<file path="src/rtl/feature_map_loader_axis.sv">
// Unpacks 64-bit AXI-Stream beats from the DMA into (A,B) uint8 channel pairs
// for the conv core, one lane per cycle, with frame-length and TLAST/TKEEP checking.
module feature_map_loader_axis #(
   parameter int AXIS_DATA_WIDTH = 64,
   parameter int PIXEL_WIDTH     = 8
) (
   input  logic                         clk,
   input  logic                         rst_n,
   input  logic                         i_start,
   input  logic [31:0]                  i_total_pixels,
   input  logic                         s_axis_tvalid,
   output logic                         s_axis_tready,
   input  logic [AXIS_DATA_WIDTH-1:0]   s_axis_tdata,
   input  logic [AXIS_DATA_WIDTH/8-1:0] s_axis_tkeep,
   input  logic                         s_axis_tlast,
   output logic                         o_valid,
   input  logic                         i_ready,
   output logic [PIXEL_WIDTH-1:0]       o_data_A,
   output logic [PIXEL_WIDTH-1:0]       o_data_B,
   output logic                         o_last,
   output logic                         o_busy,
   output logic                         o_done,
   output logic [2:0]                   o_err
);

   localparam int KEEP_W = AXIS_DATA_WIDTH / 8;

   typedef enum logic [1:0] {IDLE, WAIT_BEAT, UNPACK, DONE} state_t;

   state_t                       state_q, state_d;
   logic [31:0]                  total_q, total_d;
   logic [31:0]                  pixel_cnt_q, pixel_cnt_d;
   logic [1:0]                   lane_q, lane_d;
   logic [AXIS_DATA_WIDTH-1:0]   beat_data_q, beat_data_d;
   logic [KEEP_W-1:0]            beat_keep_q, beat_keep_d;
   logic                         beat_last_q, beat_last_d;
   logic [2:0]                   err_q, err_d;

   logic [3:0] in_ok, buf_ok, ok_above;
   logic       in_bad_keep, more_lanes, final_pixel;
   logic [5:0] base_a, base_b;

   // A lane is usable only when both of its bytes are kept.
   function automatic logic [3:0] lanes_ok(input logic [KEEP_W-1:0] keep);
      logic [3:0] ok;
      for (int k = 0; k < 4; k++) ok[k] = (keep[2*k +: 2] == 2'b11);
      return ok;
   endfunction

   function automatic logic keep_malformed(input logic [KEEP_W-1:0] keep);
      logic bad;
      bad = 1'b0;
      for (int k = 0; k < 4; k++) bad = bad | (^keep[2*k +: 2]);
      return bad;
   endfunction

   always_comb begin
      in_ok       = lanes_ok(s_axis_tkeep);
      in_bad_keep = keep_malformed(s_axis_tkeep);
      buf_ok      = lanes_ok(beat_keep_q);
      ok_above    = buf_ok >> ({1'b0, lane_q} + 3'd1);
      more_lanes  = (lane_q != 2'd3) && ok_above[0];
      final_pixel = (pixel_cnt_q == total_q - 32'd1);
      base_a      = {lane_q, 4'b0000};
      base_b      = base_a + 6'd8;
   end

   always_comb begin
      state_d     = state_q;
      total_d     = total_q;
      pixel_cnt_d = pixel_cnt_q;
      lane_d      = lane_q;
      beat_data_d = beat_data_q;
      beat_keep_d = beat_keep_q;
      beat_last_d = beat_last_q;
      err_d       = err_q;

      case (state_q)
         IDLE: begin
            if (i_start) begin
               err_d = 3'b000;
               if (i_total_pixels != 32'd0) begin
                  total_d     = i_total_pixels;
                  pixel_cnt_d = 32'd0;
                  state_d     = WAIT_BEAT;
               end else begin
                  state_d = DONE;
               end
            end
         end
         WAIT_BEAT: begin
            if (s_axis_tvalid) begin
               if (in_bad_keep) err_d[2] = 1'b1;
               if (in_ok[0]) begin
                  beat_data_d = s_axis_tdata;
                  beat_keep_d = s_axis_tkeep;
                  beat_last_d = s_axis_tlast;
                  lane_d      = 2'd0;
                  state_d     = UNPACK;
               end else if (s_axis_tlast) begin
                  // Empty beat closing the frame: stream ended before the pixel count.
                  err_d[0] = 1'b1;
                  state_d  = DONE;
               end
            end
         end
         UNPACK: begin
            if (i_ready) begin
               pixel_cnt_d = pixel_cnt_q + 32'd1;
               if (final_pixel) begin
                  state_d = DONE;
                  if (!beat_last_q || more_lanes) err_d[1] = 1'b1;
               end else if (!more_lanes) begin
                  if (beat_last_q) begin
                     err_d[0] = 1'b1;
                     state_d  = DONE;
                  end else begin
                     state_d = WAIT_BEAT;
                  end
               end else begin
                  lane_d = lane_q + 2'd1;
               end
            end
         end
         DONE: state_d = IDLE;
         default: state_d = IDLE;
      endcase
   end

   always_ff @(posedge clk or negedge rst_n) begin
      if (!rst_n) begin
         state_q     <= IDLE;
         total_q     <= '0;
         pixel_cnt_q <= '0;
         lane_q      <= '0;
         beat_data_q <= '0;
         beat_keep_q <= '0;
         beat_last_q <= 1'b0;
         err_q       <= '0;
      end else begin
         state_q     <= state_d;
         total_q     <= total_d;
         pixel_cnt_q <= pixel_cnt_d;
         lane_q      <= lane_d;
         beat_data_q <= beat_data_d;
         beat_keep_q <= beat_keep_d;
         beat_last_q <= beat_last_d;
         err_q       <= err_d;
      end
   end

   // Outputs decode straight from registered state, so reset clears them at once.
   always_comb begin
      s_axis_tready = (state_q == WAIT_BEAT);
      o_valid       = (state_q == UNPACK);
      o_data_A      = o_valid ? beat_data_q[base_a +: PIXEL_WIDTH] : '0;
      o_data_B      = o_valid ? beat_data_q[base_b +: PIXEL_WIDTH] : '0;
      o_last        = o_valid && final_pixel;
      o_busy        = (state_q != IDLE);
      o_done        = (state_q == DONE);
      o_err         = err_q;
   end

endmodule
</file>
<file path="config.mk">
export PLATFORM = sky130hd
export DESIGN_NAME = feature_map_loader_axis
export DESIGN_NICKNAME = d
export VERILOG_FILES = /design/src/rtl/feature_map_loader_axis.sv
export SDC_FILE = /design/constraint.sdc
export NUM_CORES = 1
export LEC_CHECK = 0
export ABC_AREA = 0
export CAP_MARGIN = 20
export CORE_MARGIN = 3
export CORE_UTILIZATION = 58
export CTS_CLUSTER_DIAMETER = 150
export DETAILED_ROUTE_END_ITERATION = 6
export GPL_TIMING_DRIVEN = 0
export PLACE_DENSITY_LB_ADDON = 0.1
export SLEW_MARGIN = 0
export SYNTH_ARGS = -nofsm -noshare
export SYNTH_HDL_FRONTEND = slang
export SYNTH_SLANG_ARGS = --single-unit
</file>
<file path="constraint.sdc">
create_clock -name clk -period 6.2 [get_ports clk]
set_clock_uncertainty 0.1 [all_clocks]
set_input_delay 0.93 -clock clk [delete_from_list [all_inputs] [get_ports clk]]
set_output_delay 0.93 -clock clk [all_outputs]
set_load 0.02 [all_outputs]
</file>
# == After elaboration in Yosys (flattened, before gate mapping) ==
# Index checks and enable logic that the tools add are counted.
# word_totals
wordCells,107
register_bits,144
# op_classes
n_mux,37
shifts,3
n_reduce_logical,23
eq_ne,26
addsub,5
bitwise,3
# ops
op,count
64-bit by 7-bit variable part select with 8-bit output,2
32-bit two-way mux,3
32-bit one-hot mux with 2 select lines,1
32-bit by 1-bit adder with 32-bit output (second input constant),1
32-bit == test,1
32-bit nonzero test,1
32-bit by 1-bit subtractor with 32-bit output (second input constant),1
2-bit two-way mux,15
8-bit two-way mux,2
2-bit by 1-bit != test with 1-bit output (second input constant),8
2-bit == test (second input constant),7
2-bit != test (second input constant),7
1-bit two-way mux,10
5-bit AND reduction,2
9-bit AND reduction,1
2-bit one-hot mux with 4 select lines,1
4-bit AND reduction,2
2-bit nonzero test,4
2-bit XOR reduction,4
6-bit by 4-bit adder with 6-bit output (second input constant),1
3-bit AND reduction,2
6-bit AND reduction,1
1-bit one-hot mux with 2 select lines,2
2-bit one-hot mux with 2 select lines,1
14 further kinds,17

# == Logic depth before layout (Yosys ltp) ==
# depth
word_depth,8
mapped_depth,12
ltp_nobuf,11

# == Least setup slack after synthesis ==
# No wires, ideal clock.
# synth_timing
kind,reg-to-output
start,register total_q[2]
end,output o_last
stages_incl_launch_ff,10
arrival_ps,3095
path_slack_ps,2075
path_cell_list,dfrtp_1 > buf_6 > or4_4 > nor4_4 > nand2_1 > o31a_1 > or3_1 > or4_1 > or3_4 > nor2_1
# synth_between
elab_chain_len,3
# synth_rtl
item,line_no,rtl
start: declaration,31,"logic [31:0] total_q, total_d;"
start signal: assignment,142,total_q <= total_d;
32-bit by 1-bit subtractor with 32-bit output,63,final_pixel = (pixel_cnt_q == total_q - 32'd1);
32-bit == test,63,
1-bit logical AND,158,o_last = o_valid && final_pixel;
end: declaration,20,"output logic o_last,"
# Every way passes these cells.

# == Worst setup path in the final report ==
# layout_timing
start,register total_q[22]
end,output o_last
# Same word-level chain as after synthesis.

==> impl_metrics.ini <==
[finish]
num-fill-cells = 920
stdcell_area_um2 = 10200
n_antenna_cell = 0
nets = 1007
syn_to_final_growth_pct = 27.9
drive_above_1_share_pct = 18.5
final_cells = 1077

[drt]
drt-initial-drc-count = 480
drc = 0
drt_wl_total_um = 21100
vias = 6427
vias_per_cell = 5.97
routedWlPerCell_um = 19.5
drt_pass1_iterations = 5
drt.antenna.violating_nets = 0

[pwr]
switchingPower_mw = 1.59
power.share.switching_pct = 35.7
clock_power_share_pct = 24.6
p_leak_nw = 4.10
peakVddDrop_mv = 0.266
pwr_density_cell_nw_per_um2 = 438
comb_power_share_pct = 39.3
p_int_mw = 2.87
seqPwrFrac_pct = 36.1

[critical_path]
worstSetupPathType = reg -> out
worstPathMaxFanout = 7
required_ns = 5.17
cp-start-kind = flop
cp_slowest_stage_delay_ns = 0.65
end_kind = output port
cp_cell_sequence = nor4_1 > nand3_1 > or4_1 > nor4_1 > a21oi_1 > or4_1 > or3_4 > nor2_1 > clkdlybuf4s50_1
cp.arrival_ns = 4.45
crit_path_top_delay_cell = nor4_1

[timing]
tightestPinTransition_ns = 0.917
finalCritPeriodShare_pct = 88.4
maxSlewViolCount = 0
setup_ws_ns = 0.718
relSlewSlack_pct = 38.4
setup_viol = 0
fmax_mhz = 182
period_minus_slack_ns = 5.48
rsz0062_at_grt = false
whs_ns = 0.399
final-hold-violation-count = 0

[synth]
synth_cells = 736
synth_edf_count = 0
ys_seq_area_share_pct = 44.6
synth_nets = 854
synth-seq-cells = 142
yosys.area.top_type = dfrtp_1
synth.most_common_cell = dfrtp_1
syn_area_per_cell_um2 = 10.8
syn-cell-area_um2 = 7970
synth_flop_cell = dfrtp_1
synthTopCellsByCount = 142 x dfrtp_1, 105 x mux2_2, 46 x nand2_1
yosysWarnings = 0
yosys.cell_types.count = 54
synthArstFlopShare_pct = 100
yosysTopAreaCellShare_pct = 44.6
ys_top_cells_by_area = dfrtp_1 45%, mux2_2 15%, mux4_2 4.5%

[clock_tree]
clkSinkCount = 142
cts_tree = built
clock_latency_ns = 0.43
path_clk_slew_ns = 0.06
h-tree-depth = 4
ctsHoldBuffers = 0
cts_root_buf = clkbuf_16
post-cts-setup-buffer-count = 0
cts_buffer_depth = 2
ctsResizeCount = 0
cts_made_buffers = 17

[floorplanning]
die_x_um = 123
initial_utilization_pct = 59.7
rows = 42
io_pins = 134
core_um2 = 13300
dieArea_um2 = 15200
die_y_um = 123

[place]
dp_hpwl_um = 15300
dp_cells = 1046
io_buffers = 133
gp_congestion = 0.888
dpl_cell_area_um2 = 9550
dpl_worst_slack_ns = 1.33

[global_routing]
grt-ovfl-total = 0
grt_max_degree = 88
grt_pass1_vias = 6798
grt_pass1_wl_um = 33600
grtUsageTotal_pct = 28.8
antenna_found_initial = 0

[run_status]
status = completed

[flow_run]
drv_cap = 0

[worst_hold_path]
hold_class = reg -> reg
logic make-up after synthesis:
family	Yosys count	share of synthesized area [%]
and+or+nand+nor	259	18.3
DFF	142	44.6
muxes	125	19.9
AOI/OAI and AO/OA	93	7.48
buffers and inverters	57	2.78
xor gates and xnor gates	52	5.72
adders and majority gates	8	1.26
metal layers:
| metal | vias to the layer above | part of all wire, % | wire length, µm | global-route usage, % |
|---|---|---|---|---|
| met2 | 215 | 51 | 10800 | 50.2 |
| met1 | 3173 | 41 | 8640 | 34.5 |
| met4 | 0 | 1.8 | 374 | 9.34 |
| li1 | 3004 | - | - | - |
| met3 | 35 | 6.0 | 1260 | 8.10 |
| met5 | - | 0 | 0 | 0 |
through the flow:
stage | power, mW | util, % | setup TNS (ns)
after floorplan | 2.78 | - | 0
after global placement | 3.25 | 71.3 | -182.41
after detailed placement | 3.33 | 71.5 | 0
after CTS | 4.46 | 76.3 | 0
after global routing | 4.72 | 76.3 | 0
final | 4.46 | 76.3 | 0
layout make-up:
class	instances	area (µm²)	area share, %
clock inverters	12	185	1.82
multi-input cells	537	4190	41.1
plain buffers	35	139	1.36
well taps	176	220	2.16
repair buffers	134	1360	13.4
inverters	22	82.6	0.811
clock buffers	19	453	4.45
flip-flops and latches	142	3550	34.9
power by group through the flow:
stage,Clock [mW],Combinational [mW],Sequential [mW]
floorplan,0,1.27,1.51
global placement,0,1.67,1.58
detailed placement,0,1.73,1.60
CTS,1.11,1.75,1.60
global route,1.16,1.91,1.65
finish,1.10,1.75,1.61
critical path: cells and delay by family (launching register included):
kind	cells	cell delay, ns
flops	1	0.45
compound gates	1	0.06
simple gates	7	2.90
buf+inv	1	0.62
worst paths after layout:
check,start,to,slack [ns],depth (start not counted)
setup / recovery,total_q[22]$_DFFE_PN0P_,o_last,0.72,9
hold / removal,beat_data_q[57]$_DFFE_PN0P_,beat_data_q[57]$_DFFE_PN0P_,0.40,1
setup reg to reg,total_q[22]$_DFFE_PN0P_,state_q[1]$_DFFE_PN0P_,2.32,9
hold reg to reg,beat_data_q[57]$_DFFE_PN0P_,beat_data_q[57]$_DFFE_PN0P_,0.40,1
max in group asynchronous,rst_n,beat_keep_q[6]$_DFFE_PN0P_,4.79,2
min in group asynchronous,rst_n,total_q[2]$_DFFE_PN0P_,0.48,1
state kept, by name, indices dropped and copies added, names as in the netlist:
register	flops
beat_data_q	64
beat_keep_q	6
beat_last_q	1
lane_q	2
o_err	3
pixel_cnt_q	32
state_q	2
total_q	32
layout by cell type (no fill, tap or decap), types with 9 or more instances in the layout:
cell	n
a21oi_1	28
xor2_1	24
mux2_2	105
clkbuf_16	17
inv_1	22
or3_1	11
nand4_1	9
and2_1	18
mux4_2	16
o21ai_0	22
nand3_1	31
nor4_1	22
nor2_1	44
nand2_1	46
xnor2_1	28
clkdlybuf4s50_1	132
nor3_1	21
dfrtp_1	142
o31ai_1	9
clkbuf_1	27
and3_1	13
Power figures use the tool's default switching activity.
